<file path="config.mk">
export PLATFORM = sky130hd
export DESIGN_NAME = lm96570_cfg_sequencer
export DESIGN_NICKNAME = d
export VERILOG_FILES = /design/src/rtl/lm96570_cfg_sequencer.sv
export SDC_FILE = /design/constraint.sdc
export NUM_CORES = 1
export LEC_CHECK = 0
export CAP_MARGIN = 20
export CORE_MARGIN = 3
export CORE_UTILIZATION = 40
export CTS_BUF_LIST = sky130_fd_sc_hd__clkbuf_16
export CTS_CLUSTER_SIZE = 40
export DETAILED_ROUTE_END_ITERATION = 10
export GPL_TIMING_DRIVEN = 0
export PLACE_DENSITY_LB_ADDON = 0.3
export SYNTH_ARGS = -nofsm -noshare
export SYNTH_HDL_FRONTEND = slang
export SYNTH_SLANG_ARGS = --single-unit
</file>
<file path="constraint.sdc">
create_clock -name CLK -period 4.9 [get_ports CLK]
set_input_delay 1.47 -clock CLK [delete_from_list [all_inputs] [get_ports CLK]]
set_output_delay 1.47 -clock CLK [all_outputs]
set_load 0.01 [all_outputs]
</file>
<file path="src/rtl/lm96570_cfg_sequencer.sv">
// Register-write sequencer for the LM96570 SPI transceiver: issues a run of table entries on GO.
// Optional read-back verification of the SDO echo is enabled by defining LM96570_READBACK_EN.
module lm96570_cfg_sequencer #(
    parameter int DATA_WIDTH      = 70,
    parameter int BIT_COUNT_WIDTH = 8,
    parameter int ADDR_WIDTH      = 3,
    parameter int TIMEOUT_CYCLES  = 1024,
    parameter int TX_PULSE_CYCLES = 4
) (
    input  logic                       CLK,
    input  logic                       RESET_N,
    input  logic                       CFG_WR,
    input  logic [ADDR_WIDTH-1:0]      CFG_ADDR,
    input  logic [DATA_WIDTH-1:0]      CFG_DATA,
    input  logic [BIT_COUNT_WIDTH-1:0] CFG_NBITS,
    input  logic                       GO,
    input  logic [ADDR_WIDTH-1:0]      FIRST,
    input  logic [ADDR_WIDTH:0]        COUNT,
    input  logic                       FIRE,
    output logic                       BUSY,
    output logic                       SEQ_DONE,
    output logic [1:0]                 ERR,
    output logic [ADDR_WIDTH-1:0]      ERR_IDX,
    output logic                       TX_EN,
    output logic                       SPI_START,
    output logic [DATA_WIDTH-1:0]      SPI_DATA_IN,
    output logic [BIT_COUNT_WIDTH-1:0] SPI_NUM_OF_BIT,
    input  logic                       SPI_DONE,
    input  logic [DATA_WIDTH-1:0]      SPI_RD_DATA
);

    localparam int DEPTH = 1 << ADDR_WIDTH;
    localparam int TMO_W = $clog2(TIMEOUT_CYCLES + 1);
    localparam int TXP_W = $clog2(TX_PULSE_CYCLES + 1);
    localparam logic [TMO_W-1:0] TMO_LOAD = TMO_W'(TIMEOUT_CYCLES - 1);
    localparam logic [TXP_W-1:0] TXP_LOAD = TXP_W'(TX_PULSE_CYCLES - 1);

    typedef enum logic [2:0] {
        S_IDLE,
        S_LOAD,
        S_ISSUE,
        S_WAIT_DONE,
        S_CHECK,
        S_NEXT,
        S_FIRE,
        S_FINISH
    } state_t;

    state_t                      state_reg;
    logic [ADDR_WIDTH-1:0]       idx_reg;
    logic [ADDR_WIDTH:0]         remain_reg;
    logic                        fire_reg;
    logic [TMO_W-1:0]            tmo_reg;
    logic [TXP_W-1:0]            txp_reg;
    logic                        busy_reg;
    logic                        seq_done_reg;
    logic [1:0]                  err_reg;
    logic [ADDR_WIDTH-1:0]       err_idx_reg;
    logic                        tx_en_reg;
    logic                        spi_start_reg;
    logic [DATA_WIDTH-1:0]       spi_data_reg;
    logic [BIT_COUNT_WIDTH-1:0]  spi_nbits_reg;

    logic [DATA_WIDTH-1:0]       tab_data_reg  [DEPTH];
    logic [BIT_COUNT_WIDTH-1:0]  tab_nbits_reg [DEPTH];
    logic                        tab_wr;

    // Table is only writable while idle so an in-flight load never sees a torn entry.
    assign tab_wr = CFG_WR && (state_reg == S_IDLE);

    always_ff @(posedge CLK or negedge RESET_N) begin
        if (!RESET_N) begin
            for (int i = 0; i < DEPTH; i++) begin
                tab_data_reg[i]  <= '0;
                tab_nbits_reg[i] <= '0;
            end
        end else if (tab_wr) begin
            tab_data_reg[CFG_ADDR]  <= CFG_DATA;
            tab_nbits_reg[CFG_ADDR] <= CFG_NBITS;
        end
    end

`ifdef LM96570_READBACK_EN
    logic [DATA_WIDTH-1:0] rb_mask;
    logic                  rb_mismatch;

    // Only the low n bits were shifted out, so only those are echoed back.
    generate
        for (genvar gi = 0; gi < DATA_WIDTH; gi++) begin : g_rb_mask
            assign rb_mask[gi] = (int'(spi_nbits_reg) > gi);
        end
    endgenerate

    assign rb_mismatch = |((SPI_RD_DATA ^ spi_data_reg) & rb_mask);
`else
    logic rd_data_unused;
    assign rd_data_unused = ^SPI_RD_DATA;
`endif

    always_ff @(posedge CLK or negedge RESET_N) begin
        if (!RESET_N) begin
            state_reg     <= S_IDLE;
            idx_reg       <= '0;
            remain_reg    <= '0;
            fire_reg      <= 1'b0;
            tmo_reg       <= '0;
            txp_reg       <= '0;
            busy_reg      <= 1'b0;
            seq_done_reg  <= 1'b0;
            err_reg       <= 2'b00;
            err_idx_reg   <= '0;
            tx_en_reg     <= 1'b0;
            spi_start_reg <= 1'b0;
            spi_data_reg  <= '0;
            spi_nbits_reg <= '0;
        end else begin
            seq_done_reg <= 1'b0;
            case (state_reg)
                S_IDLE: begin
                    if (GO) begin
                        idx_reg     <= FIRST;
                        remain_reg  <= COUNT;
                        fire_reg    <= FIRE;
                        err_reg     <= 2'b00;
                        err_idx_reg <= '0;
                        busy_reg    <= 1'b1;
                        state_reg   <= (COUNT == '0) ? S_FINISH : S_LOAD;
                    end
                end
                S_LOAD: begin
                    spi_data_reg  <= tab_data_reg[idx_reg];
                    spi_nbits_reg <= tab_nbits_reg[idx_reg];
                    tmo_reg       <= TMO_LOAD;
                    state_reg     <= S_ISSUE;
                end
                S_ISSUE: begin
                    // DONE from the previous word is level-held; wait for it to fall.
                    if (spi_start_reg && !SPI_DONE) begin
                        spi_start_reg <= 1'b0;
                        tmo_reg       <= TMO_LOAD;
                        state_reg     <= S_WAIT_DONE;
                    end else if (tmo_reg == '0) begin
                        spi_start_reg <= 1'b0;
                        err_reg       <= 2'b01;
                        err_idx_reg   <= idx_reg;
                        state_reg     <= S_FINISH;
                    end else begin
                        spi_start_reg <= 1'b1;
                        tmo_reg       <= tmo_reg - 1'b1;
                    end
                end
                S_WAIT_DONE: begin
                    if (SPI_DONE) begin
                        state_reg <= S_CHECK;
                    end else if (tmo_reg == '0) begin
                        err_reg     <= 2'b01;
                        err_idx_reg <= idx_reg;
                        state_reg   <= S_FINISH;
                    end else begin
                        tmo_reg <= tmo_reg - 1'b1;
                    end
                end
                S_CHECK: begin
`ifdef LM96570_READBACK_EN
                    if (rb_mismatch) begin
                        err_reg     <= 2'b10;
                        err_idx_reg <= idx_reg;
                        state_reg   <= S_FINISH;
                    end else
`endif
                    state_reg <= S_NEXT;
                end
                S_NEXT: begin
                    idx_reg    <= idx_reg + 1'b1;
                    remain_reg <= remain_reg - 1'b1;
                    if (remain_reg == (ADDR_WIDTH + 1)'(1)) begin
                        if (fire_reg) begin
                            tx_en_reg <= 1'b1;
                            txp_reg   <= TXP_LOAD;
                            state_reg <= S_FIRE;
                        end else begin
                            state_reg <= S_FINISH;
                        end
                    end else begin
                        state_reg <= S_LOAD;
                    end
                end
                S_FIRE: begin
                    if (txp_reg == '0) begin
                        tx_en_reg <= 1'b0;
                        state_reg <= S_FINISH;
                    end else begin
                        txp_reg <= txp_reg - 1'b1;
                    end
                end
                S_FINISH: begin
                    seq_done_reg <= 1'b1;
                    busy_reg     <= 1'b0;
                    state_reg    <= S_IDLE;
                end
                default: state_reg <= S_IDLE;
            endcase
        end
    end

    assign BUSY           = busy_reg;
    assign SEQ_DONE       = seq_done_reg;
    assign ERR            = err_reg;
    assign ERR_IDX        = err_idx_reg;
    assign TX_EN          = tx_en_reg;
    assign SPI_START      = spi_start_reg;
    assign SPI_DATA_IN    = spi_data_reg;
    assign SPI_NUM_OF_BIT = spi_nbits_reg;

endmodule

</file>
### Yosys cells after proc, flatten, opt, wreduce, memory -nomap -nowiden

Index checks and enable logic that the tools add are counted.

* add/sub/neg operators: 4
* $lt $le $gt $ge: 3
* equality and inequality tests: 15
* mux-type cells: 52
* bitwise logic cells: 2
* reduce and logical (&&, ||, !) cells: 21

Operators by type and width (count)
* $bwmux W560: 1
* $bmux W70 S3: 1
* $demux W70 S3: 1
* $mux W70: 3
* $bwmux W64: 1
* $mux W3: 15
* $mux W11: 3
* $pmux W11 S3: 1
* $bmux W8 S3: 1
* $demux W8 S3: 1
* $mux W8: 3
* $pmux W3 S8: 1
* $ne A2 B2 Y1 const B: 7
* $eq A3 B3 Y1 const B: 4
* $pmux W3 S2: 2
* $reduce_and A4 Y1: 3
* $logic_not A11 Y1: 1
* $sub A11 B1 Y11 const B: 1
* $reduce_and A2 Y1: 5
* $pmux W3 S3: 1
* $ge A4 B4 Y1 const B: 2
* $mux W1: 8
* $mux W2: 4
* $not A3 Y4: 2
* 17 further kinds: 25

* flip-flop bits (word level): 736
* input bits: 164
* output and inout port bits: 87
* logic and storage cells: 127

### Longest topological paths before layout

* depth in word-level cells: 6
* gate-level depth with buffers: 8
* mapped depth without buffers: 7

### Least setup slack after synthesis

No wires, ideal clock.

* path kind: in2reg
* start: input port CFG_ADDR[2]
* end: register tab_data_reg[259] (netlist name)
* setup time: 0.127 ns
* arrival: 2.812 ns
* required time: 4.773 ns
* path slack: 1.961 ns
* stages: 5
* cell sequence: buf_1 nor3b_2 buf_4 buf_6 mux2_1

* cells in the longest elaborated chain, start to end: 6
* elaborated cells between the ends (all ways): 7
* those cells by class: order compare: 2; mux: 3; bitwise: 1; reduce/logical: 1

RTL lines
* start: declaration: RTL line 13 `input logic [ADDR_WIDTH-1:0] CFG_ADDR,`
* $not A3 Y4 (implied by the code) *: RTL line 78 `tab_data_reg[CFG_ADDR] <= CFG_DATA;`
* $ge A4 B4 Y1 (implied by the code) / $lt A4 B1 Y1 (equally long branches): RTL line 78
* $logic_and A1 B1 Y1 (implied by the code): RTL line 78
* $mux W70 (implied by the code): RTL line 78
* $demux W70 S3 *: RTL line 78
* $bwmux W560 *: RTL line 78
* end signal: indexed assignment: RTL line 74 `tab_data_reg[i] <= '0;`
* end signal: indexed assignment: RTL line 78
* end: declaration: RTL line 64 `logic [DATA_WIDTH-1:0] tab_data_reg [DEPTH];`

Mark *: on every way between the ends. The rest lies on a longest branch, timed or not.
A chain may end at the register's enable or synchronous reset.

### Final worst setup path

* start: input port CFG_ADDR[0]
* end: register tab_data_reg[275] (netlist name)

Same word-level chain as after synthesis.

==> summary.txt <==
Run status
  – Status: completed

Synthesis
  – Post-synthesis mux area share: 35.7%
  – Post-Synth Adder-Cell Area: 0.270%
  – Synth Area in XOR/XNOR: 0.216%
  – Largest family of logic cells by synthesized area: multiplexers
  – Ys Warns: 0
  – Synth Area in Simple Gates: 2.60%
  – Unique masters post-synth: 51
  – Syn Inst Count: 2,055
  – Asr flop ratio synth: 100%
  – EDFF count, synth: 0
  – Syn avg cell area: 15.8 um2
  – Prevailing post-synth register cell: dfrtp_1
  – Syn nets: 2,226
  – Compound-Gate Fraction of Synth Area: 2.21%
  – Cell Area, Synth: 32,500 um2
  – Post-synthesis register bit count: 735
  – Seq/Total Area, Yosys: 56.6%

Routing
  – Post-DR wirelength/cell: 23.2 um
  – Initial DRC Count: 1,029
  – DRC violations left: 0
  – Antenna-violating nets left: 0
  – Final wirelength: 79,500 um
  – Routed vias/inst: 5.43
  – TritonRoute pass-1 iters: 5
  – Routed via count: 18,653

Critical path
  – Worst endpoint required time: 5.40 ns
  – CP max FO: 10
  – Crit. End Element: flop
  – Crit-path cells: clkdlybuf4s50_1, nand3b_2, nor3b_2, buf_4, buf_6, mux2_1
  – Slowest cell on the critical path: nor3b_2
  – Critical Path Max Stage Delay: 0.87 ns
  – CP bufs+invs: 3
  – Startpoint types: primary input
  – Critical path type: in -> reg
  – Worst R2R Start: idx_reg[1]$_DFFE_PN0P_
  – Worst setup path start: CFG_ADDR[0]
  – R2r endpoint: SPI_DATA_IN[24]$_DFFE_PN0P_
  – Worst path top cell family by delay: simple AND/OR/NAND/NOR gates
  – Reg2reg path depth: 6
  – R2R setup slack: 1.58 ns
  – Setup crit end: tab_data_reg[275]$_DFFE_PN0P_
  – WP depth: 6
  – Worst Path Arrival: 4.01 ns

Floorplan
  – Chip Width: 291 um
  – Die Area: 84,600 um2
  – Top-Level Pins: 251
  – # rows: 103
  – Starting density of the core: 40.8%
  – DIE HEIGHT: 291 um
  – Placeable Area: 79,600 um2

Power and ir drop
  – P per Cell Area: 635 nW/um2
  – Peak supply drop: 304 uV
  – Leak: 0.0176 uW
  – Design Power: 24,300 uW

Placed design
  – GPL Wtd Cong: 0.796
  – Port Buffers: 177
  – Pre-CTS setup slack: 0.676 ns
  – Area post-placement: 35,700 um2
  – DP HPWL: 53,100 um

Clock network
  – Cts bufs inserted: 81
  – Worst skew pair latency: 0.64 ns
  – # resized after CTS: 0
  – CTS tree: done
  – Cts hold-fix bufs: 0
  – Clock root cell: clkbuf_16
  – CTS sink cnt: 735
  – Post-CTS Setup Repair Bufs: 0
  – Clock tree buffer depth: 3
  – Worst-path clk slew: 0.05 ns
  – H-tree Lvls: 3

Min path
  – Worst Hold Class: reg -> reg
  – Worst Hold Launch: tab_data_reg[403]$_DFFE_PN0P_

Global route
  – GRT Total Usage: 18.9%
  – Grt total ovfl: 0
  – Vias in the first global route: 20,588
  – Initial antenna violation count: 6
  – First-pass GRT wire length: 124,000 um
  – Largest net degree at the start of global routing: 130

Layout
  – Reg area: 18,400 um2
  – Number of flip-flops in the largest register: 560
  – Area of the multi-input gates: 13,300 um2
  – Final Util: 48.1%
  – Fin nets: 2,493
  – Fraction of layout cells with a size suffix above 1: 40.3%
  – Fillers: 6,783
  – Final Cell Area: 38,300 um2
  – Layout area overhead: 18.0%

Timing
  – RSZ-0062 raised after global routing: no
  – Fin crit period: 3.52 ns
  – Clk_skew: 0.0217 ns
  – Fmax: 284 MHz
  – Max-slew violation count: 0
  – Slew @ Worst Pin: 1.03 ns
  – Tcrit/Tclk final: 71.7%
  – Final hold viol count: 0
  – Setup_tns: 0 ns
  – Setup violations, final: 0
  – Final worst slack: 1.38 ns
  – Relative slew slack: 31.3%

Flow run
  – Max Cap Violations: 0
-- metal layers --
layer  part of all wire, %  wire length [um]  global-route usage [%]  vias to the layer above
met5                 0.033                26                       0                        -
met4                   2.2              1710                    5.63                        4
met3                   4.7              3750                    3.78                      110
met2                    50             39600                    31.7                      383
met1                    43             34500                    24.9                    10022
li1                      -                 -                       -                     8134
-- synth_stat cells (11+ instances only) --
master | number | share of area, %
mux2_2 | 526 | 18
mux2_4 | 60 | 2.8
mux4_2 | 156 | 11
nor2_1 | 91 | 1.1
buf_2 | 58 | 0.89
dfrtp_1 | 735 | 57
mux2i_1 | 79 | 2.4
mux2_1 | 40 | 1.4
buf_1 | 14 | 0.16
buf_6 | 15 | 0.52
nand2_1 | 25 | 0.29
o21ai_0 | 15 | 0.23
buf_4 | 11 | 0.25
a21oi_1 | 85 | 1.3
clkbuf_1 | 40 | 0.46
-- area by class of cell --
cell class | count | area share [%]
repair buffers | 184 | 5.11
flip-flops and latches | 735 | 48.0
inverters | 9 | 0.0882
clock inverters | 61 | 1.26
diodes | 2 | 0.0131
clock buffers | 83 | 5.42
plain buffers | 138 | 1.95
multi-input cells | 1173 | 34.7
well taps | 1050 | 3.43
-- power by group --
| group | internal (uW) | leakage (uW) | switching (uW) |
|---|---|---|---|
| combinational | 4750 | 0.00680 | 3670 |
| clock | 3390 | 0.00131 | 2490 |
| sequential | 8670 | 0.00945 | 1360 |
| total | 16800 | 0.0176 | 7520 |
-- cells by family after synthesis --
logic type | after synthesis
AOI/OAI and AO/OA | 127
buffers and inverters | 147
and+or+nand+nor | 169
other | 1
adders and majority gates | 7
DFF | 735
xor gates and xnor gates | 8
muxes | 861
-- metrics by stage --
stage                     hold slack [ns]  std cells
final                               0.481       3435
after global routing                0.499       3434
after CTS                           0.483       3433
after detailed placement            0.470       3289
after global placement              0.461       3282
after floorplan                     0.445       2055
-- worst min-delay path by stage --
stage                                          to  slack (ns)  depth (start not counted)
floorplan                  txp_reg[0]$_DFFE_PN0P_        0.44                          1
global placement           txp_reg[0]$_DFFE_PN0P_        0.46                          1
detailed placement  tab_data_reg[260]$_DFFE_PN0P_        0.47                          1
CTS                 tab_data_reg[412]$_DFFE_PN0P_        0.48                          1
global route        tab_data_reg[405]$_DFFE_PN0P_        0.50                          1
finish              tab_data_reg[403]$_DFFE_PN0P_        0.48                          1
-- layout by cell type, fill, tap and decap left out, types with 11 or more instances in the layout --
master / synthesis / final
mux4_2: 156 / 156
clkbuf_16: 0 / 83
buf_1: 14 / 14
clkbuf_1: 40 / 39
o21ai_0: 15 / 15
mux2_1: 40 / 40
buf_2: 58 / 58
inv_1: 9 / 22
nand2_1: 25 / 25
nor2_1: 91 / 91
clkinv_2: 0 / 15
clkinv_1: 0 / 17
buf_4: 11 / 11
clkdlybuf4s50_1: 0 / 176
dfrtp_1: 735 / 735
mux2_2: 526 / 526
mux2_4: 60 / 60
buf_6: 15 / 15
a21oi_1: 85 / 85
mux2i_1: 79 / 79
(Power assumes the default switching activity.)
